File: config.mk
export PLATFORM = sky130hd
export DESIGN_NAME = multiplicador_seq
export DESIGN_NICKNAME = d
export VERILOG_FILES = /design/src/rtl/multiplicador_pkg.sv /design/src/rtl/multiplicador_datapath.sv /design/src/rtl/multiplicador_seq.sv
export SDC_FILE = /design/constraint.sdc
export NUM_CORES = 1
export LEC_CHECK = 0
export CAP_MARGIN = 10
export CORE_MARGIN = 2
export CORE_UTILIZATION = 36
export DETAILED_ROUTE_END_ITERATION = 7
export MAX_ROUTING_LAYER = met4
export PLACE_DENSITY_LB_ADDON = 0.3
export SYNTH_ARGS = -nofsm -noshare
export SYNTH_HDL_FRONTEND = slang
export SYNTH_SLANG_ARGS = --single-unit
File: constraint.sdc
create_clock -name CLK -period 5.2 [get_ports CLK]
set_clock_uncertainty 0.05 [all_clocks]
set_input_delay 1.04 -clock CLK [delete_from_list [all_inputs] [get_ports CLK]]
set_output_delay 1.04 -clock CLK [all_outputs]
set_load 0.05 [all_outputs]
File: src/rtl/multiplicador_pkg.sv
`default_nettype none
// ============================================================================
// Module      : multiplicador_pkg
// Description : Shared types, constants and helpers for the sequential
//               signed shift-and-add multiplier.
// Revision    : 1.0 - initial release
// ============================================================================
package multiplicador_pkg;

    localparam int TAMANYO_DEF = 32;

    // Widest operand abs_val can handle; operands are zero-extended to this.
    localparam int TAMANYO_MAX = 64;

    typedef enum logic [1:0] {
        IDLE  = 2'd0,
        OPERA = 2'd1,
        FIN   = 2'd2
    } estado_t;

    // Magnitude of a tamanyo-bit two's-complement value held in the low bits
    // of x. The result is unsigned, so -2^(tamanyo-1) maps to 2^(tamanyo-1).
    function automatic logic [TAMANYO_MAX-1:0] abs_val(
        input logic [TAMANYO_MAX-1:0] x,
        input int unsigned            tamanyo
    );
        logic [TAMANYO_MAX-1:0] mask;
        mask = {TAMANYO_MAX{1'b1}} >> (TAMANYO_MAX - tamanyo);
        if (x[tamanyo-1])
            abs_val = (~x + 1'b1) & mask;
        else
            abs_val = x & mask;
    endfunction

endpackage : multiplicador_pkg
`default_nettype wire

File: src/rtl/multiplicador_datapath.sv
`default_nettype none
// ============================================================================
// Module      : multiplicador_datapath
// Description : Accumulator, shifted multiplicand, multiplier shift register
//               and final sign correction, driven by FSM strobes.
// Revision    : 1.0 - initial release
// ============================================================================
module multiplicador_datapath
    import multiplicador_pkg::*;
#(
    parameter int tamanyo = TAMANYO_DEF
) (
    input  logic                   clk,
    input  logic                   rst,
    input  logic                   carga,
    input  logic                   itera,
    input  logic                   fin,
    input  logic [tamanyo-1:0]     multiplicando,
    input  logic [tamanyo-1:0]     multiplicador,
    output logic [2*tamanyo-1:0]   producto
);

    localparam int c_ANCHO = 2 * tamanyo;

    logic [c_ANCHO-1:0]     r_acc;
    logic [c_ANCHO-1:0]     r_mcand;
    logic [tamanyo-1:0]     r_mult;
    logic                   r_signo;
    logic [c_ANCHO-1:0]     r_producto;

    logic [TAMANYO_MAX-1:0] w_ext_a;
    logic [TAMANYO_MAX-1:0] w_ext_b;
    logic [tamanyo-1:0]     w_abs_a;
    logic [tamanyo-1:0]     w_abs_b;
    logic                   w_signo;
    logic [c_ANCHO-1:0]     w_suma;

    assign w_ext_a = TAMANYO_MAX'(multiplicando);
    assign w_ext_b = TAMANYO_MAX'(multiplicador);
    assign w_abs_a = tamanyo'(abs_val(w_ext_a, tamanyo));
    assign w_abs_b = tamanyo'(abs_val(w_ext_b, tamanyo));
    assign w_signo = multiplicando[tamanyo-1] ^ multiplicador[tamanyo-1];

    // Magnitude product is at most 2^(2*tamanyo-2), so this sum cannot wrap.
    assign w_suma  = r_acc + r_mcand;

    always_ff @(posedge clk) begin
        if (rst) begin
            r_acc      <= '0;
            r_mcand    <= '0;
            r_mult     <= '0;
            r_signo    <= 1'b0;
            r_producto <= '0;
        end else begin
            if (carga) begin
                r_acc   <= '0;
                r_mcand <= c_ANCHO'(w_abs_a);
                r_mult  <= w_abs_b;
                r_signo <= w_signo;
            end else if (itera) begin
                if (r_mult[0])
                    r_acc <= w_suma;
                r_mcand <= r_mcand << 1;
                r_mult  <= r_mult >> 1;
            end
            // Negating a zero accumulator yields zero, never a negative zero.
            if (fin)
                r_producto <= r_signo ? (~r_acc + 1'b1) : r_acc;
        end
    end

    assign producto = r_producto;

endmodule : multiplicador_datapath
`default_nettype wire

File: src/rtl/multiplicador_seq.sv
`default_nettype none
// ============================================================================
// Module      : multiplicador_seq
// Description : Sequential signed multiplier, one multiplier bit per clock,
//               START/DONE handshake, latency tamanyo+1 clocks.
// Revision    : 1.0 - initial release
// ============================================================================
module multiplicador_seq
    import multiplicador_pkg::*;
#(
    parameter int tamanyo = TAMANYO_DEF
) (
    input  logic                   CLK,
    input  logic                   RST,
    input  logic                   START,
    input  logic [tamanyo-1:0]     MULTIPLICANDO,
    input  logic [tamanyo-1:0]     MULTIPLICADOR,
    output logic [2*tamanyo-1:0]   PRODUCTO,
    output logic                   DONE
);

    localparam int          c_CW     = $clog2(tamanyo);
    localparam [c_CW-1:0]   c_ULTIMA = c_CW'(tamanyo - 1);

    estado_t          r_estado;
    estado_t          w_estado_sig;
    logic [c_CW-1:0]  r_cuenta;
    logic             r_done;
    logic             w_carga;
    logic             w_itera;
    logic             w_fin;

    always_ff @(posedge CLK) begin
        if (RST)
            r_estado <= IDLE;
        else
            r_estado <= w_estado_sig;
    end

    // START is only looked at in IDLE, so requests while busy are dropped.
    always_comb begin
        w_estado_sig = r_estado;
        w_carga      = 1'b0;
        w_itera      = 1'b0;
        w_fin        = 1'b0;
        case (r_estado)
            IDLE: begin
                if (START) begin
                    w_carga      = 1'b1;
                    w_estado_sig = OPERA;
                end
            end
            OPERA: begin
                w_itera = 1'b1;
                if (r_cuenta == c_ULTIMA)
                    w_estado_sig = FIN;
            end
            FIN: begin
                w_fin        = 1'b1;
                w_estado_sig = IDLE;
            end
            default: w_estado_sig = IDLE;
        endcase
    end

    always_ff @(posedge CLK) begin
        if (RST) begin
            r_cuenta <= '0;
            r_done   <= 1'b0;
        end else begin
            if (w_carga)
                r_cuenta <= '0;
            else if (w_itera)
                r_cuenta <= r_cuenta + 1'b1;
            r_done <= w_fin;
        end
    end

    multiplicador_datapath #(
        .tamanyo       (tamanyo)
    ) u_datapath (
        .clk           (CLK),
        .rst           (RST),
        .carga         (w_carga),
        .itera         (w_itera),
        .fin           (w_fin),
        .multiplicando (MULTIPLICANDO),
        .multiplicador (MULTIPLICADOR),
        .producto      (PRODUCTO)
    );

    assign DONE = r_done;

endmodule : multiplicador_seq
`default_nettype wire

# Yosys cells after proc, flatten, opt, wreduce, memory -nomap -nowiden
# Cells that the tools add are included.
classes:
  n_mux: 14
  reduce_logical: 5
  bitwise: 4
  eq_ne: 5
  add_sub_neg: 5
ops:
  columns: ["operator", "n"]
  rows:
  - ["32-bit two-way mux", 6]
  - ["32-bit by 1-bit adder with 32-bit output, second input constant", 2]
  - ["64-bit by 1-bit adder with 64-bit output, second input constant", 1]
  - ["64-bit adder", 1]
  - ["64-bit two-way mux", 1]
  - ["32-bit inverter", 2]
  - ["64-bit inverter", 1]
  - ["5-bit by 1-bit adder with 5-bit output, second input constant", 1]
  - ["5-bit equality test, second input constant", 1]
  - ["1-bit two-way mux", 4]
  - ["2-bit two-way mux", 2]
  - ["2-bit != test, second input constant", 2]
  - ["2-bit case mux with 2 select lines", 1]
  - ["2-bit AND reduction", 2]
  - ["2-bit by 1-bit equality test with 1-bit output, second input constant", 1]
  - ["2-bit equality test, second input constant", 1]
  - ["2-bit zero test", 1]
  - ["2-bit nonzero test", 1]
  - ["2-bit OR reduction", 1]
  - ["1-bit XOR", 1]
word_totals:
  word_cells: 42
  in_bits: 67
  output_inout_bits: 65
  reg_bits: 233

# Logic depth before layout (Yosys ltp)
# Gate-level depths: netlist (run 1).
depth:
  ltp_word: 4
  ltp_mapped: 13
  mapped_depth_nobuf: 13

# Cells and area by module
# A second synthesis (run 1) with hierarchy kept.
hier_totals:
  hier_cells: 1837
  area_unflattened_um2: 14831.7
modules_own_cells:
  columns: ["mod", "area_each_um2", "cells_per_inst", "instances", "seq_area_each_um2"]
  rows:
  - ["multiplicador_datapath", 14497.7, 1801, 1, 4504.3]
  - ["multiplicador_seq", 334.1, 36, 1, 160.2]

# Least setup slack after synthesis (run 1)
# OpenSTA, ideal clock, no wires.
synth_timing:
  path_type: "input to register"
  startpoint: "in MULTIPLICANDO[8]"
  endpoint: "reg u_datapath.r_mcand[28]"
  n_path_buf: 0
  required_time_ps: 5059
  arrival_ps: 3812
  setup_ps: 91
  cell_stages: 9
  path_slack_ps: 1247
  cell_sequence: "or4_1 or4_1 nor3_1 or3b_2 or4_1 o21ai_0 xnor2_1 nor2_1 a311oi_1"
synth_between:
  elab_chain_len: 4
synth_rtl:
  columns: ["element", "line", "text"]
  rows:
  - ["start, declared", "multiplicador_seq.sv:16", "input logic [tamanyo-1:0] MULTIPLICANDO,"]
  - ["32-bit inverter", "multiplicador_pkg.sv:30", "abs_val = (~x + 1'b1) & mask;"]
  - ["32-bit by 1-bit adder with 32-bit output", "multiplicador_pkg.sv:30", null]
  - ["32-bit two-way mux", "multiplicador_pkg.sv:29", "if (x[tamanyo-1])"]
  - ["32-bit two-way mux", "multiplicador_datapath.sv:55", "if (carga) begin"]
  - ["end signal, assigned", "multiplicador_datapath.sv:57", "r_mcand <= c_ANCHO'(w_abs_a);"]
  - ["end signal, assigned", "multiplicador_datapath.sv:63", "r_mcand <= r_mcand << 1;"]
  - ["end, declared", "multiplicador_datapath.sv:26", "logic [c_ANCHO-1:0] r_mcand;"]
# No other way between the ends.
# A chain may end at the register's enable or synchronous reset.

# Worst setup path after layout (run 1)
layout_timing:
  startpoint: "reg u_datapath.r_acc[2]"
  endpoint: "reg u_datapath.r_producto[63], in the netlist u_datapath.producto[63]"
layout_between:
  elab_chain_len: 3
layout_rtl:
  columns: ["element", "line", "text"]
  rows:
  - ["start, declared", "multiplicador_datapath.sv:25", "logic [c_ANCHO-1:0] r_acc;"]
  - ["start signal, assigned", "multiplicador_datapath.sv:62", "r_acc <= w_suma;"]
  - ["64-bit inverter", "multiplicador_datapath.sv:68", "r_producto <= r_signo ? (~r_acc + 1'b1) : r_acc;"]
  - ["64-bit by 1-bit adder with 64-bit output", "multiplicador_datapath.sv:68", null]
  - ["64-bit two-way mux", "multiplicador_datapath.sv:68", null]
  - ["end signal, assigned", "multiplicador_datapath.sv:68", null]
  - ["end, declared", "multiplicador_datapath.sv:29", "logic [c_ANCHO-1:0] r_producto;"]
# No other way between the ends.

==> reports/metrics.cfg, run 1 <==
[cts]
cts_resized = 0
root_buffer = clkbuf_16
numCtsBuffers = 29
tritoncts = yes
insertion_delay_ns = 0.57
htreeDepth = 1
clk_pin_slew_worst_paths_ns = 0.06
clock_sinks = 233
cts_setup_buffers = 0
hold_buffers = 0
clock_path_buffers = 3

[global_routing]
grt_overflow = 0
grt_max_degree = 103
grtUsageTotal = 0.203
grt_pass1_vias = 12800
grt_first_pass_wirelength_mm = 67.8
antenna_found_initial = 0

[yosys]
yosysTopAreaCell = dfxtp_1
ys_ff_latch = 233
synth.distinct_cells = 68
ys_seq_area_frac = 0.320
synth_common_cells = nand2_1 (384), dfxtp_1 (233), nor2_1 (183)
synth_ff_type = dfxtp_1
synth_most_common_cell = nand2_1
synth_area_leaders = dfxtp_1 (32%), nand2_1 (9.9%), ha_1 (5.8%), xnor2_1 (5.5%), xor2_1 (5.3%)
yosysWarnings = 0
yosysTopAreaCellShare = 0.320
netlist_area_mm2 = 0.0146
synth_edf_count = 0
synth_cells = 1908
synth_fp_nets = 2044
synthArstFlopShare = 0
synth_area_per_cell_um2 = 7.65

[sta]
fin_setup_tns_ns = 0
finalSetupViolations = 0
tightest_slew_ns = 1.11
fin_crit_sh = 0.804
rsz0062_at_grt = false
fin_crit_ns = 4.18
slew_viol_final = 0
maxSlewHeadroom = 0.257
fmax_ghz = 0.239
final-hold-violation-count = 0

[drt]
vias = 13600
wl_per_cell_um = 16.7
dr.first_iter.drc_count = 860
drc = 0
postRouteAntennaNets = 0
drt-pass1-iter-count = 6
vias_per_cell = 5.45
drt_wl_total_mm = 41.6

[critical_path]
rr_startpoint = u_datapath.r_acc[2]
setup.worst_path.end = u_datapath.producto[63]
cp-startpoint = u_datapath.r_acc[2]
r2r-end = u_datapath.producto[63]
end_kind = register
critPathMaxFanout = 9
worstSetupPathType = reg2reg
ff2ff_setup_slack_ns = 1.02
worstPathRequired_ns = 5.64
r2r_cells = 10
arrival_ns = 4.62
cp-start-kind = register

[placed_design]
numPlacedInstances = 2447
port_buffers = 131
dp_hpwl_mm = 30.5
place.gp.congestion = 0.915

[floorplanning]
start_util = 0.366
dieArea_mm2 = 0.0422
io-pin-count = 132
die_y_um = 205
design.core.area_mm2 = 0.0399
dieWidth_um = 205
rows = 73

[finish]
fin_nets = 2089
multi_input_area_mm2 = 0.00935
area_growth_pct = 18.2
final_cells = 2500
fillers = 3999
regArea_mm2 = 0.00467
insertedDiodeCount = 0
drive_above_1_share = 0.0471

[power_and_ir_drop]
powerDensity_mw_per_mm2 = 276
cellLeakagePower_nw = 6.58
ir_drop_mv = 0.242
power_w = 0.00475

[flow_run]
cap_violations = 0

[run_status]
status = completed

[min_path]
min-delay-path-class = reg2reg

-- sequential cells by signal, indices dropped and copies added, names as in the netlist --
signal	count
u_datapath.producto	64
u_datapath.r_acc	64
u_datapath.r_mcand	64
u_datapath.r_mult	32
r_cuenta	5
r_estado	2
DONE	1
u_datapath.r_signo	1
-- placed cells by master, fill, tap and decap left out, types with 17 or more instances in the layout --
| master | count |
|---|---|
| xor2_1 | 89 |
| o41ai_1 | 18 |
| nand2_1 | 383 |
| or4_1 | 17 |
| a21o_1 | 50 |
| nor3_1 | 23 |
| ha_1 | 68 |
| o21ai_0 | 88 |
| clkdlybuf4s50_1 | 130 |
| nand2b_1 | 19 |
| o31ai_1 | 33 |
| a311oi_1 | 57 |
| clkbuf_16 | 29 |
| xnor2_1 | 92 |
| nand4_1 | 22 |
| inv_1 | 18 |
| nor2_1 | 183 |
| dfxtp_1 | 232 |
| nand3_1 | 19 |
| a21oi_1 | 146 |
| a211oi_1 | 63 |
-- worst max-delay path, cell delays in order (launching register included) --
cell and delay (ns):
dfxtp_1 0.37, or4_1 0.65, nor4_4 0.50, nand4_2 0.21
or3_4 0.40, or4_4 0.51, or2_4 0.27, or4_4 0.45
o31ai_2 0.33, xor2_1 0.11, a211oi_1 0.22
-- layer usage --
metal	part of all wire	GRT usage
met3	0.060	0.0344
met1	0.49	0.278
met5	0	-
met4	0.024	0.0516
met2	0.43	0.309
-- kinds of logic after synthesis --
group                    Yosys count  share of synthesized area
adder cells (fa/ha/maj)           69                     0.0597
flip-flops                       233                      0.320
XOR/XNOR                         181                      0.109
buffers and inverters            147                     0.0415
multiplexers                       6                    0.00412
AO/OA/AOI/OAI                    522                      0.238
AND/OR/NAND/NOR                  750                      0.228
-- report_power, final --
part / total, W / internal (W) / leakage, nW / switching, W
combinational: 0.000518 / 0.000202 / 4.15 / 0.000316
sequential: 0.00189 / 0.00184 / 1.89 / 0.0000576
clock: 0.00234 / 0.00151 / 0.538 / 0.000827
total: 0.00475 / 0.00355 / 6.58 / 0.00120
-- final cells by class --
class                           count  share of cell area
Clock inverter                     17              0.0191
Sequential cell                   233               0.270
Inverter                           18             0.00392
Multi-Input combinational cell   1528               0.542
Tap cell                          525              0.0381
Clock buffer                       36              0.0453
Timing Repair Buffer              143              0.0811
-- stage by stage --
stage / hold WS, ns / utilization / area (µm²) / setup WS (ns)
6_report: 0.406 / 0.432 / 17300 / 1.02
3_5_place_dp: 0.397 / 0.404 / 16100 / 0.533
5_1_grt: 0.431 / 0.432 / 17300 / 0.832
4_1_cts: 0.406 / 0.432 / 17300 / 1.05
3_3_place_gp: 0.392 / 0.404 / 16100 / 0.570
2_1_floorplan: 0.391 / - / 14600 / 1.25
-- worst min path at each step --
stage          cells after the start  slack [ns]               startpoint                 endpoint
6_report                           2        0.41  u_datapath.producto[49]  u_datapath.producto[49]
5_1_grt                            2        0.43  u_datapath.producto[49]  u_datapath.producto[49]
4_1_cts                            2        0.41  u_datapath.producto[49]  u_datapath.producto[49]
3_5_place_dp                       2        0.40  u_datapath.producto[49]  u_datapath.producto[49]
3_3_place_gp                       2        0.39  u_datapath.producto[52]  u_datapath.producto[52]
2_1_floorplan                      2        0.39              r_cuenta[4]              r_cuenta[4]
No activity file was read; power rests on OpenSTA's default activity.
==> run 2: changes to the inputs <==
==> constraint.sdc (replaced) <==
create_clock -name CLK -period 4.15 [get_ports CLK]
set_clock_uncertainty 0.05 [all_clocks]
set_input_delay 0.83 -clock CLK [delete_from_list [all_inputs] [get_ports CLK]]
set_output_delay 0.83 -clock CLK [all_outputs]
set_load 0.05 [all_outputs]
==> run 2 against run 1 <==
Fmax increased by 5.5%. Sequential share of layout area decreased by 0.30 points. First-iteration DRC count increased by 0.47%. Sequential cell count unchanged. Routed wire length increased by 0.88%. Combinational power increased by 29%. Setup slack got worse by 0.83 ns. Global-route usage about the same. Largest power group unchanged. Utilization increased by 0.48 points. Critical path depth increased by 2. Register-to-register slack got worse by 0.83 ns. Non-clock buffer count increased by 42.
==> reports/metrics.cfg, run 2 (synthesis results as in run 1) <==
[sta]
slew_viol_final = 0
finalSetupViolations = 0
fmax_ghz = 0.252
tightest_slew_ns = 0.937
fin_crit_sh = 0.955
rsz0062_at_grt = false
maxSlewHeadroom = 0.375
fin_crit_ns = 3.96
final-hold-violation-count = 0
timing.final.ws_setup_ns = 0.188

[drt]
vias_per_cell = 5.44
dr.first_iter.drc_count = 864
drt_wl_total_mm = 42.0
wl_per_cell_um = 16.5
postRouteAntennaNets = 0
vias = 13800
drt-pass1-iter-count = 5
drc = 0

[floorplanning]
dieArea_mm2 = 0.0422
rows = 73
start_util = 0.366
dieWidth_um = 205
die_y_um = 205
design.core.area_mm2 = 0.0399
io-pin-count = 132

[global_routing]
grt_pass1_vias = 13200
grtUsageTotal = 0.203
grt_overflow = 0
antenna_found_initial = 0
grt_max_degree = 85
grt_first_pass_wirelength_mm = 68.1

[finish]
insertedDiodeCount = 0
drive_above_1_share = 0.0660
fin_util = 0.437
area_growth_pct = 19.5
final_common_cell = nand2_1
final_cell_mix = nand2_1 (383), dfxtp_1 (232), nor2_1 (183)
fin_area_mm2 = 0.0174
final_cells = 2540
fin_nets = 2130

[cts]
cts_setup_buffers = 0
hold_buffers = 0
insertion_delay_ns = 0.56
tritoncts = yes
clk_pin_slew_worst_paths_ns = 0.06
htreeDepth = 1
root_buffer = clkbuf_16
clock_path_buffers = 3
cts_resized = 0
numCtsBuffers = 28
clock_sinks = 233

[placed_design]
dp_slack_ns = -0.135
numPlacedInstances = 2489
dpl_cell_area_mm2 = 0.0165
dp_hpwl_mm = 31.1
port_buffers = 131
place.gp.congestion = 0.888

[power_and_ir_drop]
cellLeakagePower_nw = 6.72
powerDensity_mw_per_mm2 = 323
power_w = 0.00564
ir_drop_mv = 0.189

[min_path]
min-delay-path-class = reg2reg

[critical_path]
end_kind = register
worstSetupPathType = reg2reg
critPathMaxFanout = 7
arrival_ns = 4.41
cp-start-kind = register
worstPathRequired_ns = 4.59

[run_status]
status = completed

[flow_run]
cap_violations = 0

[run 2: changes by cell type in the layout (fill, tap and decap cells not counted)]
cell,delta
inv_6,-1
clkbuf_16,-1
clkinv_8,+1
clkbuf_8,+3
buf_4,+42
bufinv_16,-5
clkinv_2,+1
clkinv_4,+1
inv_8,-1
[run 2: metal layers]
metal  global-route usage  vias to the layer above  wire (µm)
li1                     -                     6979          -
met1                0.269                     6437      20100
met2                0.324                      339      18600
met3               0.0309                       52       2460
met4               0.0506                        0        836
met5                    -                        -          0
[run 2: per-stage QoR]
stage / setup TNS, ns / hold slack (ns)
floorplan: 0 / 0.391
global placement: -0.293 / 0.395
detailed placement: -0.499 / 0.396
CTS: 0 / 0.411
global route: 0 / 0.427
finish: 0 / 0.413
[run 2: worst paths after layout]
check | start | end | slack, ns | cells past startpoint
worst max-delay path | u_datapath.r_acc[12] | u_datapath.producto[57] | 0.19 | 12
worst min-delay path | u_datapath.producto[60] | u_datapath.producto[60] | 0.41 | 2
worst max register to register | u_datapath.r_acc[12] | u_datapath.producto[57] | 0.19 | 12
worst min register to register | u_datapath.producto[60] | u_datapath.producto[60] | 0.41 | 2
[run 2: power by group]
group	leakage, nW	internal (W)	switching (W)
combinational	4.35	0.000266	0.000399
clock	0.481	0.00160	0.00101
sequential	1.89	0.00230	0.0000727
[run 2: cell type report]
class	count	area, µm²
inverter	18	67.6
multi-input combinational	1528	9350
sequential	233	4670
clock buffer	38	798
tap	525	657
clock inverter	13	189
timing repair buffer	185	1710
fill	4009	22500
[run 2: critical path: stages (launching register included)]
cell and delay [ns]:
dfxtp_1 0.31, or4_4 0.53, or3_4 0.39, nor2_4 0.17, nand4_2 0.14, or3_4 0.39, or4_4 0.48, buf_4 0.20
o31ai_1 0.58, a21boi_0 0.30, xnor2_1 0.15, nand2_1 0.07, a21oi_1 0.15
==> run 3: changes to the inputs <==
--- a/config.mk
+++ b/config.mk
@@ -7,7 +7,8 @@
 export LEC_CHECK = 0
 export CAP_MARGIN = 10
 export CORE_MARGIN = 2
-export CORE_UTILIZATION = 36
+export CORE_UTILIZATION = 60
+export CTS_BUF_LIST = sky130_fd_sc_hd__clkbuf_2
 export DETAILED_ROUTE_END_ITERATION = 7
 export MAX_ROUTING_LAYER = met4
 export PLACE_DENSITY_LB_ADDON = 0.3
==> run 3 against run 2 <==
Via count is 1.9% higher. Largest cell class unchanged. Non-clock buffer count down 16. Sequential cell count stayed put. Clock-buffer cell count increased by 40. Register-to-register slack gained 0.10 ns. Combinational power shrank 4.5%. Largest power group is now registers. Fmax up 2.6%. Setup slack improved by 0.10 ns.
==> reports/metrics.cfg, run 3 (synthesis results as in run 1) <==
[run_status]
status = completed

[sta]
fin_crit_ns = 3.86
maxSlewHeadroom = 0.282
finalSetupViolations = 0
fin_crit_sh = 0.930
final-hold-violation-count = 0
fmax_ghz = 0.259
rsz0062_at_grt = false
slew_viol_final = 0
timing.final.ws_setup_ns = 0.290
fin_setup_tns_ns = 0
tightest_slew_ns = 1.08

[placed_design]
dpl_cell_area_mm2 = 0.0161
port_buffers = 131
numPlacedInstances = 2272
place.gp.congestion = 0.936
dp_hpwl_mm = 28.9
dp_slack_ns = -0.175

[floorplanning]
dieWidth_um = 160
io-pin-count = 132
start_util = 0.605
design.core.area_mm2 = 0.0241
dieArea_mm2 = 0.0256
rows = 57
die_y_um = 160

[cts]
hold_buffers = 0
tritoncts = yes
cts_resized = 0
htreeDepth = 2
root_buffer = clkbuf_2
insertion_delay_ns = 0.83
clock_path_buffers = 3
clk_pin_slew_worst_paths_ns = 0.10
cts_setup_buffers = 0
numCtsBuffers = 57
clock_sinks = 233

[drt]
postRouteAntennaNets = 0
vias_per_cell = 5.92
vias = 14100
drc = 0
wl_per_cell_um = 16.2
dr.first_iter.drc_count = 990
drt_wl_total_mm = 38.5
drt-pass1-iter-count = 7

[finish]
fin_nets = 2143
multi_input_area_mm2 = 0.00935
fillers = 2113
final_cell_mix = nand2_1 (383), dfxtp_1 (232), nor2_1 (183)
final_cells = 2377
fin_area_mm2 = 0.0167
area_growth_pct = 14.5
regArea_mm2 = 0.00467
drive_above_1_share = 0.0780
final_common_cell = nand2_1

[global_routing]
grt_util_met3 = 0.0506
antenna_found_initial = 1
busiest_layer = met2
grt_overflow = 0
grtUsageTotal = 0.304
grt_first_pass_wirelength_mm = 63.0
grt_max_degree = 120
grt_pass1_vias = 13000
grtUsageMet1 = 0.435
met2_usage = 0.449

[critical_path]
worstPathRequired_ns = 4.85
arrival_ns = 4.56
setup.worst_path.end = u_datapath.producto[61]
r2r-end = u_datapath.producto[61]
cp-startpoint = u_datapath.r_acc[13]
worstSetupPathType = reg2reg
cp-start-kind = register
critPathMaxFanout = 8
ff2ff_setup_slack_ns = 0.29
end_kind = register
r2r_cells = 11
rr_startpoint = u_datapath.r_acc[13]

[power_and_ir_drop]
ir_drop_mv = 0.167
cellLeakagePower_nw = 6.61
powerDensity_mw_per_mm2 = 286

[min_path]
min-delay-path-class = in2reg

[flow_run]
cap_violations = 0

==> run 3: changes by cell type in the layout (fill, tap and decap cells not counted), sizes merged <==
| cell | before | now |
|---|---|---|
| clkinvlp | 2 | 0 |
| bufinv | 4 | 5 |
| diode | 0 | 1 |
| clkinv | 6 | 20 |
| buf | 55 | 39 |
| clkbuf | 38 | 78 |
==> run 3: metal layers <==
| metal | wire [µm] | share of wire |
|---|---|---|
| met3 | 3120 | 0.081 |
| met1 | 18700 | 0.49 |
| met2 | 16000 | 0.42 |
| met5 | 0 | 0 |
| met4 | 643 | 0.017 |
==> run 3: cell type report <==
class,count,area share
tap,324,0.0243
inverter,18,0.00404
multi-input combinational,1528,0.559
clock buffer,78,0.0234
timing repair buffer,169,0.0954
clock inverter,26,0.0141
antenna,1,0.000150
sequential,233,0.279
==> run 3: how the worst min path moves through the flow <==
stage          slack [ns]  cells after the start                     from                       to
2_1_floorplan        0.39                      2              r_cuenta[4]              r_cuenta[4]
3_5_place_dp         0.40                      2  u_datapath.producto[49]  u_datapath.producto[49]
6_report             0.35                      2                      RST    u_datapath.r_mcand[2]
5_1_grt              0.31                      2                      RST    u_datapath.r_mcand[1]
4_1_cts              0.29                      2                      RST    u_datapath.r_mcand[2]
3_3_place_gp         0.40                      2  u_datapath.producto[49]  u_datapath.producto[49]
==> run 3: power by group <==
part / leakage [nW] / switching, W / internal, W / total [W]
combinational: 4.27 / 0.000377 / 0.000259 / 0.000636
sequential: 1.89 / 0.0000715 / 0.00230 / 0.00237
clock: 0.444 / 0.000935 / 0.000831 / 0.00177
==> run 3: stage by stage <==
step	hold slack [ns]	power [W]	utilization
floorplan	0.391	0.00284	-
global placement	0.395	0.00303	0.667
detailed placement	0.404	0.00305	0.667
CTS	0.286	0.00481	0.693
global route	0.307	0.00501	0.693
finish	0.350	0.00477	0.693
==> run 3: worst max-delay path, stage by stage, from the launching register on <==
cell and delay, ns:
dfxtp_1 0.38, or4_4 0.54, or3_4 0.39, nor2_4 0.16
nand4_2 0.14, or3_4 0.38, or4_4 0.49, or2_4 0.26
or4_4 0.44, o41ai_2 0.24, xor2_1 0.10, a211oi_1 0.22
